===== config.mk =====
export PLATFORM = sky130hd
export DESIGN_NAME = image_pipe_xform_fifo
export DESIGN_NICKNAME = d
export VERILOG_FILES = /design/src/rtl/image_pipe_xform_fifo.sv
export SDC_FILE = /design/constraint.sdc
export NUM_CORES = 1
export LEC_CHECK = 0
export ABC_AREA = 1
export ABC_CLOCK_PERIOD_IN_PS = 6900
export CORE_UTILIZATION = 35
export DETAILED_ROUTE_END_ITERATION = 6
export GPL_ROUTABILITY_DRIVEN = 1
export GPL_TIMING_DRIVEN = 0
export PLACE_DENSITY = 0.59
export SLEW_MARGIN = 20
export SYNTH_ARGS = -nofsm -noshare
export SYNTH_HDL_FRONTEND = slang
export SYNTH_SLANG_ARGS = --single-unit

===== constraint.sdc =====
create_clock -name clk -period 6.9 [get_ports clk]
set_input_delay 1.725 -clock clk [delete_from_list [all_inputs] [get_ports clk]]
set_output_delay 1.725 -clock clk [all_outputs]
set_load 0.05 [all_outputs]

===== src/rtl/image_pipe_xform_fifo.sv =====
// Image pipe stage: per-frame selectable per-channel transform, DEPTH-entry FIFO,
// registered output toward the ipm with busy backpressure, frame counting and overflow flag.
module image_pipe_xform_fifo #(
  parameter int NUM_CH      = 4,
  parameter int CH_W        = 8,
  parameter int DEPTH       = 16,
  parameter int BUSY_MARGIN = 2,
  parameter int FCNT_W      = 16
) (
  input  logic                   clk,
  input  logic                   rst,
  input  logic [NUM_CH*CH_W-1:0] image_pipe_data_in,
  input  logic                   image_pipe_valid_in,
  input  logic                   image_pipe_end_in,
  output logic                   image_pipe_busy_out,
  output logic [NUM_CH*CH_W-1:0] ipm_data_out,
  output logic                   ipm_valid_out,
  output logic                   ipm_end_out,
  input  logic                   ipm_busy_in,
  input  logic [1:0]             cfg_mode,
  input  logic [CH_W:0]          cfg_offset,
  output logic [FCNT_W-1:0]      frame_cnt,
  output logic                   ovf_sticky,
  input  logic                   ovf_clr,
  output logic                   dbg_state_o
);

  localparam int DW = NUM_CH * CH_W;
  localparam int AW = $clog2(DEPTH);
  localparam int CW = AW + 1;
  localparam logic [CH_W-1:0] MAXV = '1;

  // Handshake: input pixels are taken on every posedge with valid_in=1 (busy_out is
  // advisory only); an output transfer completes on a posedge with valid_out=1 and busy_in=0.

  typedef enum logic {
    S_IDLE     = 1'b0,
    S_IN_FRAME = 1'b1
  } state_e;

  state_e state_q, state_d;
  logic [1:0]        mode_q, mode_d;
  logic [CH_W:0]     off_q, off_d;
  logic [FCNT_W-1:0] fcnt_q, fcnt_d;

  logic [1:0]            mode_eff;
  logic [CH_W:0]         off_eff;
  logic [CH_W-1:0]       ch;
  logic signed [CH_W+1:0] sum;
  logic [DW-1:0]         xf_data_d, xf_data_q;
  logic                  xf_valid_q, xf_end_q;

  logic [DW:0]     mem [DEPTH];
  logic [AW-1:0]   wr_ptr_q, wr_ptr_d, rd_ptr_q, rd_ptr_d;
  logic [CW-1:0]   count_q, count_d;
  logic            full, empty, push, pop, drop;
  logic [DW:0]     head;

  logic            busy_q, busy_d;
  logic            ovf_q, ovf_d;
  logic            out_valid_q, out_valid_d;
  logic            out_end_q, out_end_d;
  logic [DW-1:0]   out_data_q, out_data_d;
  logic            out_load;

  // The first pixel of a frame is transformed with the live cfg, which is latched alongside.
  assign mode_eff = (state_q == S_IDLE) ? cfg_mode : mode_q;
  assign off_eff  = (state_q == S_IDLE) ? cfg_offset : off_q;

  always_comb begin
    state_d = state_q;
    mode_d  = mode_q;
    off_d   = off_q;
    fcnt_d  = fcnt_q;
    if (image_pipe_valid_in) begin
      case (state_q)
        S_IDLE: begin
          mode_d = cfg_mode;
          off_d  = cfg_offset;
          if (!image_pipe_end_in) state_d = S_IN_FRAME;
        end
        default: begin
          if (image_pipe_end_in) state_d = S_IDLE;
        end
      endcase
      if (image_pipe_end_in) fcnt_d = fcnt_q + FCNT_W'(1);
    end
  end

  always_comb begin
    xf_data_d = '0;
    ch        = '0;
    sum       = '0;
    for (int k = 0; k < NUM_CH; k++) begin
      ch  = image_pipe_data_in[k*CH_W +: CH_W];
      sum = $signed({2'b00, ch}) + $signed({off_eff[CH_W], off_eff});
      case (mode_eff)
        2'd0: xf_data_d[k*CH_W +: CH_W] = ch;
        2'd1: xf_data_d[k*CH_W +: CH_W] = MAXV - ch;
        2'd2: begin
          if (sum[CH_W+1])
            xf_data_d[k*CH_W +: CH_W] = '0;
          else if (sum > $signed({2'b00, MAXV}))
            xf_data_d[k*CH_W +: CH_W] = MAXV;
          else
            xf_data_d[k*CH_W +: CH_W] = sum[CH_W-1:0];
        end
        default: xf_data_d[k*CH_W +: CH_W] = image_pipe_data_in[(NUM_CH-1-k)*CH_W +: CH_W];
      endcase
    end
  end

  assign full     = (count_q == CW'(DEPTH));
  assign empty    = (count_q == '0);
  assign head     = mem[rd_ptr_q];
  assign out_load = !out_valid_q || !ipm_busy_in;
  assign pop      = out_load && !empty;
  // A pop in the same cycle frees the slot, so a push on a full FIFO is kept.
  assign push     = xf_valid_q && (!full || pop);
  assign drop     = xf_valid_q && full && !pop;

  always_comb begin
    wr_ptr_d    = push ? wr_ptr_q + AW'(1) : wr_ptr_q;
    rd_ptr_d    = pop ? rd_ptr_q + AW'(1) : rd_ptr_q;
    count_d     = count_q + CW'(push) - CW'(pop);
    busy_d      = (CW'(DEPTH) - count_q) <= CW'(BUSY_MARGIN);
    ovf_d       = ovf_q;
    if (drop)    ovf_d = 1'b1;
    if (ovf_clr) ovf_d = 1'b0;
    out_valid_d = out_valid_q;
    out_end_d   = out_end_q;
    out_data_d  = out_data_q;
    if (out_load) begin
      if (!empty) begin
        out_valid_d = 1'b1;
        out_end_d   = head[DW];
        out_data_d  = head[DW-1:0];
      end else begin
        out_valid_d = 1'b0;
        out_end_d   = 1'b0;
      end
    end
  end

  always_ff @(posedge clk or posedge rst) begin
    if (rst) begin
      state_q     <= S_IDLE;
      mode_q      <= '0;
      off_q       <= '0;
      fcnt_q      <= '0;
      xf_valid_q  <= 1'b0;
      xf_end_q    <= 1'b0;
      xf_data_q   <= '0;
      wr_ptr_q    <= '0;
      rd_ptr_q    <= '0;
      count_q     <= '0;
      busy_q      <= 1'b0;
      ovf_q       <= 1'b0;
      out_valid_q <= 1'b0;
      out_end_q   <= 1'b0;
      out_data_q  <= '0;
    end else begin
      state_q     <= state_d;
      mode_q      <= mode_d;
      off_q       <= off_d;
      fcnt_q      <= fcnt_d;
      xf_valid_q  <= image_pipe_valid_in;
      xf_end_q    <= image_pipe_valid_in && image_pipe_end_in;
      xf_data_q   <= xf_data_d;
      wr_ptr_q    <= wr_ptr_d;
      rd_ptr_q    <= rd_ptr_d;
      count_q     <= count_d;
      busy_q      <= busy_d;
      ovf_q       <= ovf_d;
      out_valid_q <= out_valid_d;
      out_end_q   <= out_end_d;
      out_data_q  <= out_data_d;
    end
  end

  // Storage needs no reset: occupancy is tracked entirely by the pointers and count.
  always_ff @(posedge clk) begin
    if (push) mem[wr_ptr_q] <= {xf_end_q, xf_data_q};
  end

  assign image_pipe_busy_out = busy_q;
  assign ipm_valid_out       = out_valid_q;
  assign ipm_end_out         = out_end_q;
  assign ipm_data_out        = out_data_q;
  assign frame_cnt           = fcnt_q;
  assign ovf_sticky          = ovf_q;
  assign dbg_state_o         = state_q;

endmodule


==> impl_metrics.env, run 1 <==
export IMPL_status="complete, no violations"
export IMPL_numClockSinks=639
export IMPL_syn_area_per_cell_um2=11.7
export IMPL_worstPathArrival_ps=5140
export IMPL_rsz0062_at_grt="false"
export IMPL_synthArstFlopShare=0.174
export IMPL_n_antenna_cell=0
export IMPL_yosysSeqAreaShare=0.683
export IMPL_clkSlewWorstSetupHoldPaths_ps=60
export IMPL_postSynthCellCount=2337
export IMPL_crit_slowest_cell="clkinv_1"
export IMPL_timing_slew_headroom=0.175
export IMPL_htreeDepth=3
export IMPL_setup_tns_ps=0
export IMPL_cp_common_cell="nand2_1"
export IMPL_fin_area_um2=32500
export IMPL_wl_per_cell_um=23.4
export IMPL_io_pin_count=102
export IMPL_routed_wl_um=84800
export IMPL_setup_worst_path_start="ipm_busy_in"
export IMPL_period_needed_ps=4820
export IMPL_fp_row_count=101
export IMPL_post_cts_buffers=0
export IMPL_synth_top_area_frac=0.582
export IMPL_yosysMostFrequentCell="edfxtp_1"
export IMPL_gp_congestion=0.876
export IMPL_grt_max_degree=68
export IMPL_yosysTopAreaCell="edfxtp_1"
export IMPL_track_usage=0.215
export IMPL_syn_num_nets=2440
export IMPL_final_nets=2636
export IMPL_hp_start="frame_cnt[15]"
export IMPL_synth_edf_count=528
export IMPL_vias=19600
export IMPL_clk_latency_ps=620
export IMPL_startpoint_type="primary input"
export IMPL_cp_end_kind="flop"
export IMPL_cts_root_buf="clkbuf_16"
export IMPL_synth_area_leaders="edfxtp_1, dfrtp_1, nand2_1"
export IMPL_ctsHoldBuffers=0
export IMPL_criticalPathCategory="primary input to flop"
export IMPL_r2r_start="count_q[1]"
export IMPL_ys_flop_type="edfxtp_1"
export IMPL_worstPathMaxFanout=17
export IMPL_dpl_cell_area_um2=30300
export IMPL_crit_buf_inv=5
export IMPL_p_per_area_nw_per_um2=436
export IMPL_setup_viol=0
export IMPL_die_height_um=281
export IMPL_fin_skew_ps=29.0
export IMPL_drtPass1Iterations=6
export IMPL_cts_tree="built"
export IMPL_coreArea_um2=76500
export IMPL_port_buffers=101
export IMPL_path_cells="clkdlybuf4s50_1, nand2_1, inv_1, nor2_1, clkinv_1, nand2_1, nand2_1, inv_1, nand2_1, nor2_4, buf_12"
export IMPL_grt_pass1_wl_um=125000
export IMPL_yosysWarnings=0
export IMPL_p_leak_nw=11.8
export IMPL_synthTopCellsByCount="edfxtp_1, nand2_1, nor2_1"
export IMPL_ir_drop_v=0.000230
export IMPL_worstPathRequired_ps=7220
export IMPL_slowest_delay_ps=760
export IMPL_slew_violations=0
export IMPL_finalHoldViolCount=0
export IMPL_ys_ff_latch=639
export IMPL_max_freq_ghz=0.208
export IMPL_drive_above_1_share=0.0796
export IMPL_post_cts_resized=0
export IMPL_grt_pass1_vias=19600
export IMPL_cp_top_family="buffers and inverters"
export IMPL_antenna_found_initial=2
export IMPL_worst_slew_pin_slew_ps=1240
export IMPL_drc=0
export IMPL_areaGrowthSynthToFinish_pct=19.2
export IMPL_viasPerCell=5.42
export IMPL_maxCapViolCount=0
export IMPL_synth_area_um2=27300
export IMPL_clk_path_buf_depth=3
export IMPL_numCtsBuffers=68
export IMPL_hp_class="flop to flop"
export IMPL_die_area_um2=79000
export IMPL_dp_hpwl_um=58100
export IMPL_gr_total_overflow=0
export IMPL_antenna_left=0
export IMPL_netlist_cell_type_count=39
export IMPL_fp_dieW_um=281
export IMPL_fin_crit_sh=0.698
export IMPL_drt_initial_drc_count=2142
export IMPL_start_util=0.357
cell type report:
type / instances / area, um2
Fill cell: 7103 / 44000
Sequential cell: 639 / 18600
Multi-Input combinational cell: 1469 / 7840
Clock buffer: 90 / 1840
Timing Repair Buffer: 126 / 1590
Tap cell: 1030 / 1290
Buffer: 123 / 509
Inverter: 106 / 405
Clock inverter: 35 / 384
through the flow:
stage	total power, mW	hold WS (ps)	setup slack, ps	cells	utilization
4_1_cts	14.2	483	2060	3618	0.425
3_5_place_dp	10.5	469	1440	3493	0.396
2_1_floorplan	8.28	445	2240	2337	-
5_1_grt	14.8	490	1840	3618	0.425
6_report	14.2	479	2080	3618	0.425
3_3_place_gp	10.3	463	-822	3468	0.387
layer usage:
layer | global-route usage | part of all wire
met1 | 0.281 | 0.40
met2 | 0.357 | 0.48
met3 | 0.0310 | 0.089
met4 | 0.0907 | 0.036
met5 | 0 | 0.00022
worst paths after layout:
kind / endpoint / slack [ps] / depth (start not counted)
max reg2reg: mem[14][21] / 2690 / 13
max: mem[14][21] / 2080 / 11
min: frame_cnt[15] / 480 / 1
min reg2reg: frame_cnt[15] / 480 / 1
max in group asynchronous: ipm_data_out[14] / 4620 / 3
min in group asynchronous: ipm_valid_out / 1520 / 2
sequential cells by signal, indices dropped and copies added (netlist names), 2 cells and up:
| name | flops |
|---|---|
| off_q | 9 |
| wr_ptr_q | 4 |
| rd_ptr_q | 4 |
| frame_cnt | 16 |
| ipm_data_out | 32 |
| xf_data_q | 32 |
| mode_q | 2 |
| mem | 528 |
| count_q | 5 |
kinds of logic (layout without fill, tap and decap cells):
group                    Yosys count  after routing  share of synthesized area
AO/OA/AOI/OAI                    476            476                      0.106
XOR/XNOR                          41             41                     0.0132
adder cells (fa/ha/maj)           54             54                     0.0262
buffers and inverters            229            480                     0.0334
flip-flops                       639            639                      0.683
multiplexers                       5              5                    0.00229
AND/OR/NAND/NOR                  893            893                      0.136
placed cells by master (no fill, tap or decap), drive strengths merged, types with 15 or more instances in the layout:
master and instances:
o21ai 295, inv 106, clkbuf 179, clkinv 25, buf 59, clkdlybuf4s50 101
dfrtp 111, edfxtp 528, nand3 101, ha 49, or2 25, o221ai 121
a21oi 45, nor2 314, nand2 398, nand4 37, xnor2 15, xor2 26
report_power, final:
part	leakage, nW	internal [mW]	switching (mW)
Combinational	4.53	1.40	3.64
Clock	1.08	2.15	1.51
Sequential	6.16	4.98	0.488
Total	11.8	8.53	5.64
Power figures use the tool's default switching activity.
==> inputs of run 2 (changes only) <==
--- a/config.mk
+++ b/config.mk
@@ -6,7 +6,7 @@
 export NUM_CORES = 1
 export LEC_CHECK = 0
 export ABC_AREA = 1
-export ABC_CLOCK_PERIOD_IN_PS = 6900
+export ABC_CLOCK_PERIOD_IN_PS = 4670
 export CORE_UTILIZATION = 35
 export DETAILED_ROUTE_END_ITERATION = 6
 export GPL_ROUTABILITY_DRIVEN = 1
==> constraint.sdc (replaced) <==
create_clock -name clk -period 4.67 [get_ports clk]
set_input_delay 1.1675 -clock clk [delete_from_list [all_inputs] [get_ports clk]]
set_output_delay 1.1675 -clock clk [all_outputs]
set_load 0.05 [all_outputs]
==> results of run 2 <==
The final DEF is identical to that of run 1. Status: complete, no violations.
Main changes from that run: setup slack after placement 1440 ps -> -236 ps; setup slack after layout 2080 ps -> 409 ps; register-to-register setup slack 2690 ps -> 460 ps; total power 14.2 mW -> 20.9 mW; worst IR drop on VDD 0.000230 V -> 0.000340 V
